File: src/rtl/if_id_if.sv
// Fetch-to-decode handshake bundle: fetch side pushes {pc, instruction},
// decode side pops the head; queue status travels back to the fetch side.
interface if_id_if #(
  parameter int CW = 3
);
  logic          if_valid;
  logic [31:0]   if_pc;
  logic [31:0]   if_instruction;
  logic          flush;
  logic          id_ready;
  logic          freeze;
  logic          id_valid;
  logic [31:0]   id_pc;
  logic [31:0]   id_instruction;
  logic [CW-1:0] count;
  logic [15:0]   flush_cnt;

  modport master (
    output if_valid, if_pc, if_instruction, flush, id_ready,
    input  freeze, id_valid, id_pc, id_instruction, count, flush_cnt
  );

  modport slave (
    input  if_valid, if_pc, if_instruction, flush, id_ready,
    output freeze, id_valid, id_pc, id_instruction, count, flush_cnt
  );
endinterface

File: src/rtl/if_id_queue.sv
// Circular instruction queue between fetch and decode. Occupancy alone marks
// validity, so the storage array carries no reset.
module if_id_queue #(
  parameter int DEPTH = 4,
  parameter int CW    = 3
) (
  input logic     clk,
  input logic     rst,
  if_id_if.slave  bus
);
  localparam int AW = $clog2(DEPTH);

  logic [31:0]   pc_mem  [DEPTH];
  logic [31:0]   ins_mem [DEPTH];
  logic [AW-1:0] rd_ptr, wr_ptr;
  logic [CW-1:0] cnt;
  logic [15:0]   fcnt;
  logic          push, pop;

  assign bus.freeze         = (cnt == CW'(DEPTH));
  assign bus.id_valid       = (cnt != '0) & ~bus.flush;
  assign push               = bus.if_valid & ~bus.freeze & ~bus.flush;
  assign pop                = bus.id_valid & bus.id_ready;
  assign bus.id_pc          = pc_mem[rd_ptr];
  assign bus.id_instruction = ins_mem[rd_ptr];
  assign bus.count          = cnt;
  assign bus.flush_cnt      = fcnt;

  always_ff @(posedge clk) begin
    if (push) begin
      pc_mem[wr_ptr]  <= bus.if_pc;
      ins_mem[wr_ptr] <= bus.if_instruction;
    end
  end

  // Pointers are exactly log2(DEPTH) wide, so natural overflow is the wrap.
  always_ff @(posedge clk or posedge rst) begin
    if (rst) begin
      rd_ptr <= '0;
      wr_ptr <= '0;
      cnt    <= '0;
      fcnt   <= '0;
    end else if (bus.flush) begin
      rd_ptr <= '0;
      wr_ptr <= '0;
      cnt    <= '0;
      if (fcnt != 16'hFFFF) fcnt <= fcnt + 16'd1;
    end else begin
      if (push) wr_ptr <= wr_ptr + 1'b1;
      if (pop)  rd_ptr <= rd_ptr + 1'b1;
      case ({push, pop})
        2'b10:   cnt <= cnt + 1'b1;
        2'b01:   cnt <= cnt - 1'b1;
        default: cnt <= cnt;
      endcase
    end
  end
endmodule
File: src/flat_wrapper.sv
// flat-port wrapper written by rule: the top's interface ports become plain ports
module if_id_queue_flat 
#(
  parameter int DEPTH = 4,
  parameter int CW    = 3
)
  (clk, rst, bus_if_valid, bus_if_pc, bus_if_instruction, bus_flush, bus_id_ready, bus_freeze, bus_id_valid, bus_id_pc, bus_id_instruction, bus_count, bus_flush_cnt);
  if_id_if #(.CW(CW)) bus_i ();
  input logic clk;
  input logic rst;
  input wire logic [$bits(bus_i.if_valid)-1:0] bus_if_valid;
  input wire logic [$bits(bus_i.if_pc)-1:0] bus_if_pc;
  input wire logic [$bits(bus_i.if_instruction)-1:0] bus_if_instruction;
  input wire logic [$bits(bus_i.flush)-1:0] bus_flush;
  input wire logic [$bits(bus_i.id_ready)-1:0] bus_id_ready;
  output wire logic [$bits(bus_i.freeze)-1:0] bus_freeze;
  output wire logic [$bits(bus_i.id_valid)-1:0] bus_id_valid;
  output wire logic [$bits(bus_i.id_pc)-1:0] bus_id_pc;
  output wire logic [$bits(bus_i.id_instruction)-1:0] bus_id_instruction;
  output wire logic [$bits(bus_i.count)-1:0] bus_count;
  output wire logic [$bits(bus_i.flush_cnt)-1:0] bus_flush_cnt;
  assign bus_i.if_valid = bus_if_valid;
  assign bus_i.if_pc = bus_if_pc;
  assign bus_i.if_instruction = bus_if_instruction;
  assign bus_i.flush = bus_flush;
  assign bus_i.id_ready = bus_id_ready;
  assign bus_freeze = bus_i.freeze;
  assign bus_id_valid = bus_i.id_valid;
  assign bus_id_pc = bus_i.id_pc;
  assign bus_id_instruction = bus_i.id_instruction;
  assign bus_count = bus_i.count;
  assign bus_flush_cnt = bus_i.flush_cnt;
  if_id_queue #(.DEPTH(DEPTH), .CW(CW)) u_core (.clk(clk), .rst(rst), .bus(bus_i));
endmodule
File: config.mk
export PLATFORM = sky130hd
export DESIGN_NAME = if_id_queue_flat
export DESIGN_NICKNAME = d
export VERILOG_FILES = /design/src/rtl/if_id_if.sv /design/src/rtl/if_id_queue.sv /design/src/flat_wrapper.sv
export SDC_FILE = /design/constraint.sdc
export NUM_CORES = 1
export LEC_CHECK = 0
export ABC_AREA = 1
export CAP_MARGIN = 20
export CORE_MARGIN = 4
export CORE_UTILIZATION = 45
export CTS_BUF_LIST = sky130_fd_sc_hd__clkbuf_16
export DETAILED_ROUTE_END_ITERATION = 12
export PLACE_DENSITY = 0.72
export SLEW_MARGIN = 20
export SYNTH_ARGS = -nofsm -noshare
export SYNTH_HDL_FRONTEND = slang
export SYNTH_SLANG_ARGS = --single-unit
File: constraint.sdc
create_clock -name clk -period 6.52 [get_ports clk]
set_clock_uncertainty 0.05 [all_clocks]
set_input_delay 1.63 -clock clk [delete_from_list [all_inputs] [get_ports clk]]
set_output_delay 1.63 -clock clk [all_outputs]
set_load 0.02 [all_outputs]
==> reports/qor.yml, run 1 <==
outcome:
  status: "completed"
power:
  sw_frac_of_total_pct: 31.5
  ir_drop_mv: 0.328
  power.internal_mw: 3.67
  power.leakage_nw: 4.70
  switching_power_mw: 1.69
  clkPwrFrac_pct: 29.9
  pwr-share-seq_pct: 40.7
  power.density_nw_per_um2: 392
  combPwrFrac_pct: 29.4
run:
  drv_cap: 0
critical_path:
  crit_buf_inv: 2
  r2r_cells: 7
  worstSetupPathType: "register to output port"
  cpPeakStageDelay_ns: 0.73
  critical-path-top-delay-family: "buffers and inverters"
  arrival_ns: 3.23
  start_kind: "register"
  cp.depth: 4
  required_ns: 4.84
  cpMaxStageDelayCell: "dfrtp_4"
  end_kind: "output port"
  critPathMaxFanout: 84
  path_cells: "buf_4 > o21ai_0 > o22ai_1 > clkdlybuf4s50_1"
drt:
  drcViolationCount: 0
  wl_per_cell_microns: 17.2
  final_antenna_net_count: 0
  viasPerCell: 5.18
  vias: 6776
  drtIter0Drc: 461
  first_pass_iters: 7
  drt_wl_total_mm: 22.5
timing:
  timing.setup.tns_ns: 0
  rsz0062_at_grt: "no"
  setup_viol_count_final: 0
  fin_crit_sh_pct: 75.3
  slew_viol_final: 0
  fmax_ghz: 0.204
  slew_headroom_pct: 39.4
  hold_slack_ns: 0.516
  finalHoldViolations: 0
  min_period_ns: 4.91
  tightest_slew_ns: 0.906
grt:
  antenna_found_initial: 2
  grt_start_max_net_pins: 85
  grt_pass1_vias: 6786
  track_usage_pct: 16.7
  gr-total-overflow: 0
  grt_first_pass_wirelength_mm: 35.4
cts:
  cts_inserted_buffers: 28
  cts_hold_buf: 0
  clk_latency_ns: 0.54
  cts_tree: "yes"
  root_buffer: "clkbuf_16"
  postCtsSetupBuffers: 0
  cts_resized: 0
  cts.clk_slew.worst_paths_ns: 0.06
  cts.sinks: 279
  htreeDepth: 1
  clk_path_buf_depth: 3
floorplanning:
  initial_core_util_pct: 46.0
  num_io_pins: 154
  rows: 56
  die_h_microns: 163
  die_x_microns: 163
  core-area_sq_um: 23500
  dieArea_sq_um: 26600
placement:
  placed_area_sq_um: 12700
  portBuffers: 153
  dpl.hpwl_mm: 12.7
  dpl.cell_count: 1253
  gp_congestion: 0.822
layout:
  nNetsFinal: 1039
  areaGrowthSynthToFinish_pct: 26.2
  layout_commonest_cell: "edfxtp_1"
  most-common-layout-cells: "edfxtp_1, clkdlybuf4s50_1, nor2_1"
  design_area_sq_um: 13700
  drive_gt1_share_pct: 7.10
  instances_no_fill: 1307
synthesis:
  syn_area_sq_um: 10800
  ys_ff_latch: 279
  yosysSeqAreaShare_pct: 76.3
  synth_enable_flop_cells: 256
  synth_async_sr_flop_share_pct: 8.24
  synth_top_area_share_pct: 71.0
  synth_nets: 890
  synth_flop_cell: "edfxtp_1"
  synthCells: 815
  syn_avg_cell_area_sq_um: 13.3
  synth_area_leader_cell: "edfxtp_1"
  yosysWarnings: 0
  ys_types: 27
  synthTopCellsByArea: "edfxtp_1, o21ai_0, dfrtp_1, nor2_1, o22ai_1"
hold_path:
  min_path_cells: 2
  hold_class: "register to register"
[kinds of logic (layout without fill, tap and decap cells)]
logic type	after synthesis	count (layout)	synth area share (%)
AO/OA/AOI/OAI	200	200	10.0
XOR/XNOR	13	13	1.05
buffers and inverters	66	237	2.68
adder cells (fa/ha/maj)	6	6	0.763
AND/OR/NAND/NOR	251	251	9.15
flip-flops	279	279	76.3
other	0	2	0
[path summary, 6_finish.rpt]
kind / from / to / slack [ns]
min in group asynchronous: rst / u_core.wr_ptr[0]$_DFFE_PP0P_ / 1.55
setup / recovery: u_core.rd_ptr[0]$_DFFE_PP0P_ / bus_id_instruction[11] / 1.61
hold / removal: u_core.bus.flush_cnt[1]$_DFFE_PP0P_ / u_core.bus.flush_cnt[1]$_DFFE_PP0P_ / 0.52
hold reg to reg: u_core.bus.flush_cnt[1]$_DFFE_PP0P_ / u_core.bus.flush_cnt[1]$_DFFE_PP0P_ / 0.52
max in group asynchronous: rst / u_core.rd_ptr[0]$_DFFE_PP0P_ / 4.21
setup reg to reg: u_core.bus.count[0]$_DFFE_PP0P_ / u_core.pc_mem[2][26]$_DFFE_PP_ / 3.82
[final cells by class]
type,instances,area [sq um]
diodes,2,5.00
inverters,23,93.8
multi-input cells,470,2300
clock inverters,24,246
fillers,1893,9880
repair buffers,162,1650
clock buffers,28,701
flip-flops and latches,279,8270
well taps,319,399
[stage by stage]
step	util [%]	total power, mW	setup slack [ns]
2_1_floorplan	-	3.09	1.35
3_3_place_gp	54.0	3.79	1.91
3_5_place_dp	54.0	3.81	1.90
4_1_cts	58.0	5.42	1.55
5_1_grt	58.1	5.63	1.37
6_report	58.1	5.36	1.61
[metal layers]
layer / up-vias / track usage, % / wire length, microns
met1: 3281 / 21.0 / 9250
met3: 36 / 3.66 / 1420
met5: - / 0 / 0
met4: 0 / 4.69 / 535
li1: 3269 / - / -
met2: 190 / 29.3 / 11300
[power by group through the flow]
stage	clock [mW]	sequential, mW	combinational (mW)
finish	1.60	2.18	1.58
global route	1.72	2.19	1.72
CTS	1.64	2.18	1.60
detailed placement	0	2.22	1.60
global placement	0	2.21	1.58
floorplan	0	2.21	0.878
[tightest hold or removal path: cells and delay by family (launching register included)]
family,cells,cell delay [ns]
AND/OR/NAND/NOR,2,0.12
flip-flops,1,0.42
[sequential cells by signal, summed over array words and instances (netlist names)]
register / count
u_core.rd_ptr: 2
u_core.pc_mem: 128
u_core.bus.count: 3
u_core.ins_mem: 128
u_core.wr_ptr: 2
u_core.bus.flush_cnt: 16
[Yosys cell counts, types with 3 or more instances]
cell / count
nand4_1: 3
o21ai_0: 122
nand2_1: 87
clkbuf_1: 26
xnor2_1: 10
ha_1: 5
edfxtp_1: 256
buf_2: 15
o21ai_1: 11
o22ai_1: 64
inv_2: 3
nor2_1: 147
inv_1: 19
nand3_1: 10
dfrtp_1: 23
xor2_1: 3
Note: power is estimated with default switching activity, not from simulation.
==> run 2: changes to the inputs <==
PLACE_DENSITY = 0.75   (was 0.72)
clock period = 4.4 ns   (was 6.52 ns; I/O delays follow)
==> run 2 against run 1 <==
  * Wire length rose by 2.2%
  * Cell count rose by 0.23%
  * Sequential cell count did not move
  * Register-to-register slack got worse by 1.7 ns
  * Via count barely moved
  * Combinational power rose by 54%
  * Global-route usage rose by 0.21 points
  * First-iteration DRC count rose by 12%
  * Worst setup slack got worse by 1.2 ns
  * Critical path type unchanged
  * Largest cell class unchanged
  * Highest routed layer is now met5
==> reports/qor.yml, run 2 (same netlist as run 1, synthesis figures left out) <==
cts:
  cts_resized: 0
  root_buffer: "clkbuf_16"
  postCtsSetupBuffers: 0
  clk_latency_ns: 0.52
  cts_hold_buf: 0
  cts_tree: "yes"
  clk_path_buf_depth: 3
  cts_inserted_buffers: 28
  cts.clk_slew.worst_paths_ns: 0.06
  cts.sinks: 279
  htreeDepth: 1
layout:
  layout_commonest_cell: "edfxtp_1"
  drive_gt1_share_pct: 7.18
  nNetsFinal: 1047
  areaGrowthSynthToFinish_pct: 25.8
  most-common-layout-cells: "edfxtp_1, clkdlybuf4s50_1, nor2_1"
  design_area_sq_um: 13600
  n_fill_cell: 1879
critical_path:
  worstReg2RegStart: "u_core.bus.count[0]$_DFFE_PP0P_"
  arrival_ns: 2.85
  critPathMaxFanout: 51
  worstSetupPathType: "register to output port"
  r2r_cells: 7
  cp-startpoint: "u_core.rd_ptr[0]$_DFFE_PP0P_"
  required_ns: 3.25
  start_kind: "register"
  end_kind: "output port"
power:
  clkPwrFrac_pct: 27.6
  power.leakage_nw: 4.71
  pwr-share-seq_pct: 41.0
  power.internal_mw: 5.31
  sw_frac_of_total_pct: 31.7
  ir_drop_mv: 0.433
  power.density_nw_per_um2: 571
  combPwrFrac_pct: 31.4
  switching_power_mw: 2.47
floorplanning:
  core-area_sq_um: 23500
  num_io_pins: 154
  rows: 56
  die_h_microns: 163
  dieArea_sq_um: 26600
  initial_core_util_pct: 46.0
  die_x_microns: 163
grt:
  gr-total-overflow: 0
  track_usage_pct: 16.9
  antenna_found_initial: 3
  grt_pass1_vias: 6685
  grt_first_pass_wirelength_mm: 35.5
  grt_start_max_net_pins: 129
timing:
  tightest_slew_ns: 0.890
  hold_slack_ns: 0.512
  finalHoldViolations: 0
  fin_crit_sh_pct: 90.9
  fmax_ghz: 0.250
  min_period_ns: 4.00
  setup_viol_count_final: 0
  rsz0062_at_grt: "no"
  slew_viol_final: 0
  slew_headroom_pct: 40.6
hold_path:
  min_path_cells: 2
  hold_path.startpoint: "u_core.bus.flush_cnt[11]$_DFFE_PP0P_"
  hold_class: "register to register"
drt:
  viasPerCell: 5.17
  final_antenna_net_count: 0
  drt_wl_total_mm: 23.0
  drtIter0Drc: 516
  wl_per_cell_microns: 17.6
  first_pass_iters: 5
  vias: 6773
  drcViolationCount: 0
placement:
  portBuffers: 153
  gp_congestion: 0.804
  placed_area_sq_um: 12800
  dpl.hpwl_mm: 13.1
outcome:
  status: "completed"
run:
  drv_cap: 0
run 2: cell count changes in the layout (fill, tap and decap cells not counted), sizes merged:
cell      change
clkinvlp      -2
inv           +3
clkbuf        +1
clkinv        -4
bufinv        -3
buf           +8
run 2: through the flow:
stage          cells  TNS (ns)  power [mW]  setup slack (ns)  util (%)
6_report        1310         0        7.78             0.400      57.9
5_1_grt         1309         0        8.17             0.240      57.9
4_1_cts         1308         0        7.87             0.383      57.9
3_5_place_dp    1261         0        5.71             0.801      54.3
3_3_place_gp    1261         0        5.66             0.804      54.3
2_1_floorplan    815    -61.42        4.57            -0.240         -
run 2: power by group through the flow:
| stage | sequential, mW | clock, mW | combinational [mW] |
|---|---|---|---|
| floorplan | 3.27 | 0 | 1.30 |
| global placement | 3.23 | 0 | 2.43 |
| detailed placement | 3.24 | 0 | 2.47 |
| CTS | 3.19 | 2.20 | 2.48 |
| global route | 3.20 | 2.32 | 2.65 |
| finish | 3.19 | 2.15 | 2.44 |
run 2: critical path, cell delays in order, from the launching register on:
cell	delay, ns
dfrtp_4	0.50
inv_4	0.42
buf_4	0.35
o21ai_0	0.10
o22ai_1	0.27
clkdlybuf4s50_1	0.67
run 2: worst paths after layout:
kind / to / slack [ns]
worst min-delay path: u_core.bus.flush_cnt[11]$_DFFE_PP0P_ / 0.51
min in group asynchronous: u_core.bus.flush_cnt[13]$_DFFE_PP0P_ / 1.01
worst max-delay path: bus_id_pc[17] / 0.40
max in group asynchronous: u_core.rd_ptr[0]$_DFFE_PP0P_ / 2.63
worst min register to register: u_core.bus.flush_cnt[11]$_DFFE_PP0P_ / 0.51
worst max register to register: u_core.ins_mem[2][18]$_DFFE_PP_ / 2.08
run 2: final cells by class:
class / instances / area, sq um / area share [%]
well taps: 319 / 399 / 2.93
clock inverters: 18 / 108 / 0.790
diodes: 2 / 5.00 / 0.0367
clock buffers: 29 / 726 / 5.33
multi-input cells: 470 / 2300 / 16.9
flip-flops and latches: 279 / 8270 / 60.7
repair buffers: 170 / 1720 / 12.6
inverters: 23 / 93.8 / 0.689
run 2: layer usage:
layer	track usage (%)	part of all wire, %	vias to the layer above
met5	0	0.070	-
met3	4.64	7.5	29
met1	21.1	41	3289
met2	29.5	50	167
li1	-	-	3284
met4	3.96	1.2	4
==> run 3: changes to the inputs <==
SLEW_MARGIN = 25   (was 20)
==> run 3 against run 2 <==
  * Global-route usage did not move
  * Wire length barely moved
  * Hold slack did not move
  * First-iteration DRC count did not move
  * Clock power barely moved
  * Power barely moved
  * Clock-buffer cell count did not move
  * Non-clock buffer count did not move
  * Worst setup slack barely moved
  * Die area did not move
  * Final area did not move
  * Critical endpoint unchanged
  * Largest cell class unchanged
  * Largest power group unchanged
==> reports/qor.yml, run 3 (same netlist as run 1, synthesis figures left out) <==
outcome:
  status: "completed"
timing:
  timing.setup.tns_ns: 0
  tightest_slew_ns: 0.837
  fmax_ghz: 0.250
  setup_ws_ns: 0.400
  slew_viol_final: 0
  setup_viol_count_final: 0
  fin_crit_sh_pct: 90.9
  min_period_ns: 4.00
  rsz0062_at_grt: "no"
  finalHoldViolations: 0
  slew_headroom_pct: 43.8
cts:
  clk_path_buf_depth: 3
  cts_hold_buf: 0
  root_buffer: "clkbuf_16"
  cts_inserted_buffers: 28
  cts.clk_slew.worst_paths_ns: 0.06
  postCtsSetupBuffers: 0
  htreeDepth: 1
  cts_resized: 0
  cts.sinks: 279
  cts_tree: "yes"
  clk_latency_ns: 0.52
critical_path:
  critical-path-top-delay-family: "buffers and inverters"
  cpMaxStageDelayCell: "clkdlybuf4s50_1"
  required_ns: 3.25
  cpPeakStageDelay_ns: 0.67
  cp.depth: 5
  start_kind: "register"
  critPathMaxFanout: 51
  crit_buf_inv: 3
  r2r_cells: 7
  worstSetupPathType: "register to output port"
  path_cells: "inv_4 > buf_4 > o21ai_0 > o22ai_1 > clkdlybuf4s50_1"
  worstReg2RegStart: "u_core.bus.count[0]$_DFFE_PP0P_"
  cp-startpoint: "u_core.rd_ptr[0]$_DFFE_PP0P_"
  arrival_ns: 2.85
  end_kind: "output port"
grt:
  grt_pass1_vias: 6685
  track_usage_pct: 16.9
  grt_first_pass_wirelength_mm: 35.5
  gr-total-overflow: 0
  grt_start_max_net_pins: 129
  antenna_found_initial: 3
layout:
  nNetsFinal: 1047
  areaGrowthSynthToFinish_pct: 25.8
  drive_gt1_share_pct: 7.18
  n_fill_cell: 1879
  layout_commonest_cell: "edfxtp_1"
  instances_no_fill: 1310
  most-common-layout-cells: "edfxtp_1, clkdlybuf4s50_1, nor2_1"
floorplanning:
  num_io_pins: 154
  die_x_microns: 163
  core-area_sq_um: 23500
  die_h_microns: 163
  initial_core_util_pct: 46.0
  dieArea_sq_um: 26600
  rows: 56
drt:
  final_antenna_net_count: 0
  vias: 6773
  drtIter0Drc: 516
  drt_wl_total_mm: 23.0
  wl_per_cell_microns: 17.6
  drcViolationCount: 0
  first_pass_iters: 5
  viasPerCell: 5.17
power:
  ir_drop_mv: 0.433
  power.density_nw_per_um2: 571
  power.leakage_nw: 4.70
placement:
  gp_congestion: 0.804
  portBuffers: 153
  dpl.hpwl_mm: 13.1
  pre_cts_slack_ns: 0.801
  dpl.cell_count: 1261
hold_path:
  hold_class: "register to register"
  hold_path.startpoint: "u_core.bus.flush_cnt[11]$_DFFE_PP0P_"
  min_path_cells: 2
run:
  drv_cap: 0
run 3: cell types whose count changed in the layout (fill, tap and decap cells not counted):
cell,before,now
clkinv_1,5,6
inv_1,22,21
run 3: power breakdown:
group / switching (mW) / internal [mW] / total, mW / leakage, nW
registers: 0.0955 / 3.09 / 3.19 / 2.63
logic: 1.46 / 0.984 / 2.44 / 1.64
clock network: 0.914 / 1.24 / 2.15 / 0.433
total: 2.47 / 5.31 / 7.78 / 4.70
run 3: cell type report:
type	instances	area, sq um	area share (%)
diodes	2	5.00	0.0367
clock buffers	29	726	5.33
clock inverters	18	108	0.790
inverters	23	93.8	0.689
multi-input cells	470	2300	16.9
flip-flops and latches	279	8270	60.7
well taps	319	399	2.93
repair buffers	170	1720	12.6
run 3: path summary, 6_finish.rpt:
path | slack (ns) | end
max in group asynchronous | 2.94 | u_core.rd_ptr[0]$_DFFE_PP0P_
min reg2reg | 0.51 | u_core.bus.flush_cnt[11]$_DFFE_PP0P_
max reg2reg | 2.08 | u_core.ins_mem[2][18]$_DFFE_PP_
min | 0.51 | u_core.bus.flush_cnt[11]$_DFFE_PP0P_
min in group asynchronous | 0.89 | u_core.bus.flush_cnt[13]$_DFFE_PP0P_
max | 0.40 | bus_id_pc[17]
run 3: through the flow:
stage / util [%] / power (mW) / hold WS (ns) / instance area (sq um)
after floorplan: - / 4.57 / 0.530 / 10800
after global placement: 54.3 / 5.66 / 0.485 / 12800
after detailed placement: 54.3 / 5.71 / 0.497 / 12800
after CTS: 57.9 / 7.87 / 0.513 / 13600
after global routing: 57.9 / 8.17 / 0.537 / 13600
final: 57.9 / 7.78 / 0.512 / 13600
run 3: worst reg2reg max path, cell delays in order, from the launching register on:
cell and delay [ns]:
dfrtp_1 0.45, nor2_1 0.13, nand2_1 0.09, nand2_1 0.11, nor2_1 0.20, inv_1 0.21, nor2_4 0.32, buf_12 0.37
run 3: metal layers:
metal  routed length, microns  vias up  global-route usage (%)  share of wire [%]
met4                      275        4                    3.96                1.2
li1                         -     3284                       -                  -
met2                    11600      166                    29.5                 50
met3                     1720       29                    4.64                7.5
met5                       16        -                       0              0.070
met1                     9390     3290                    21.1                 41
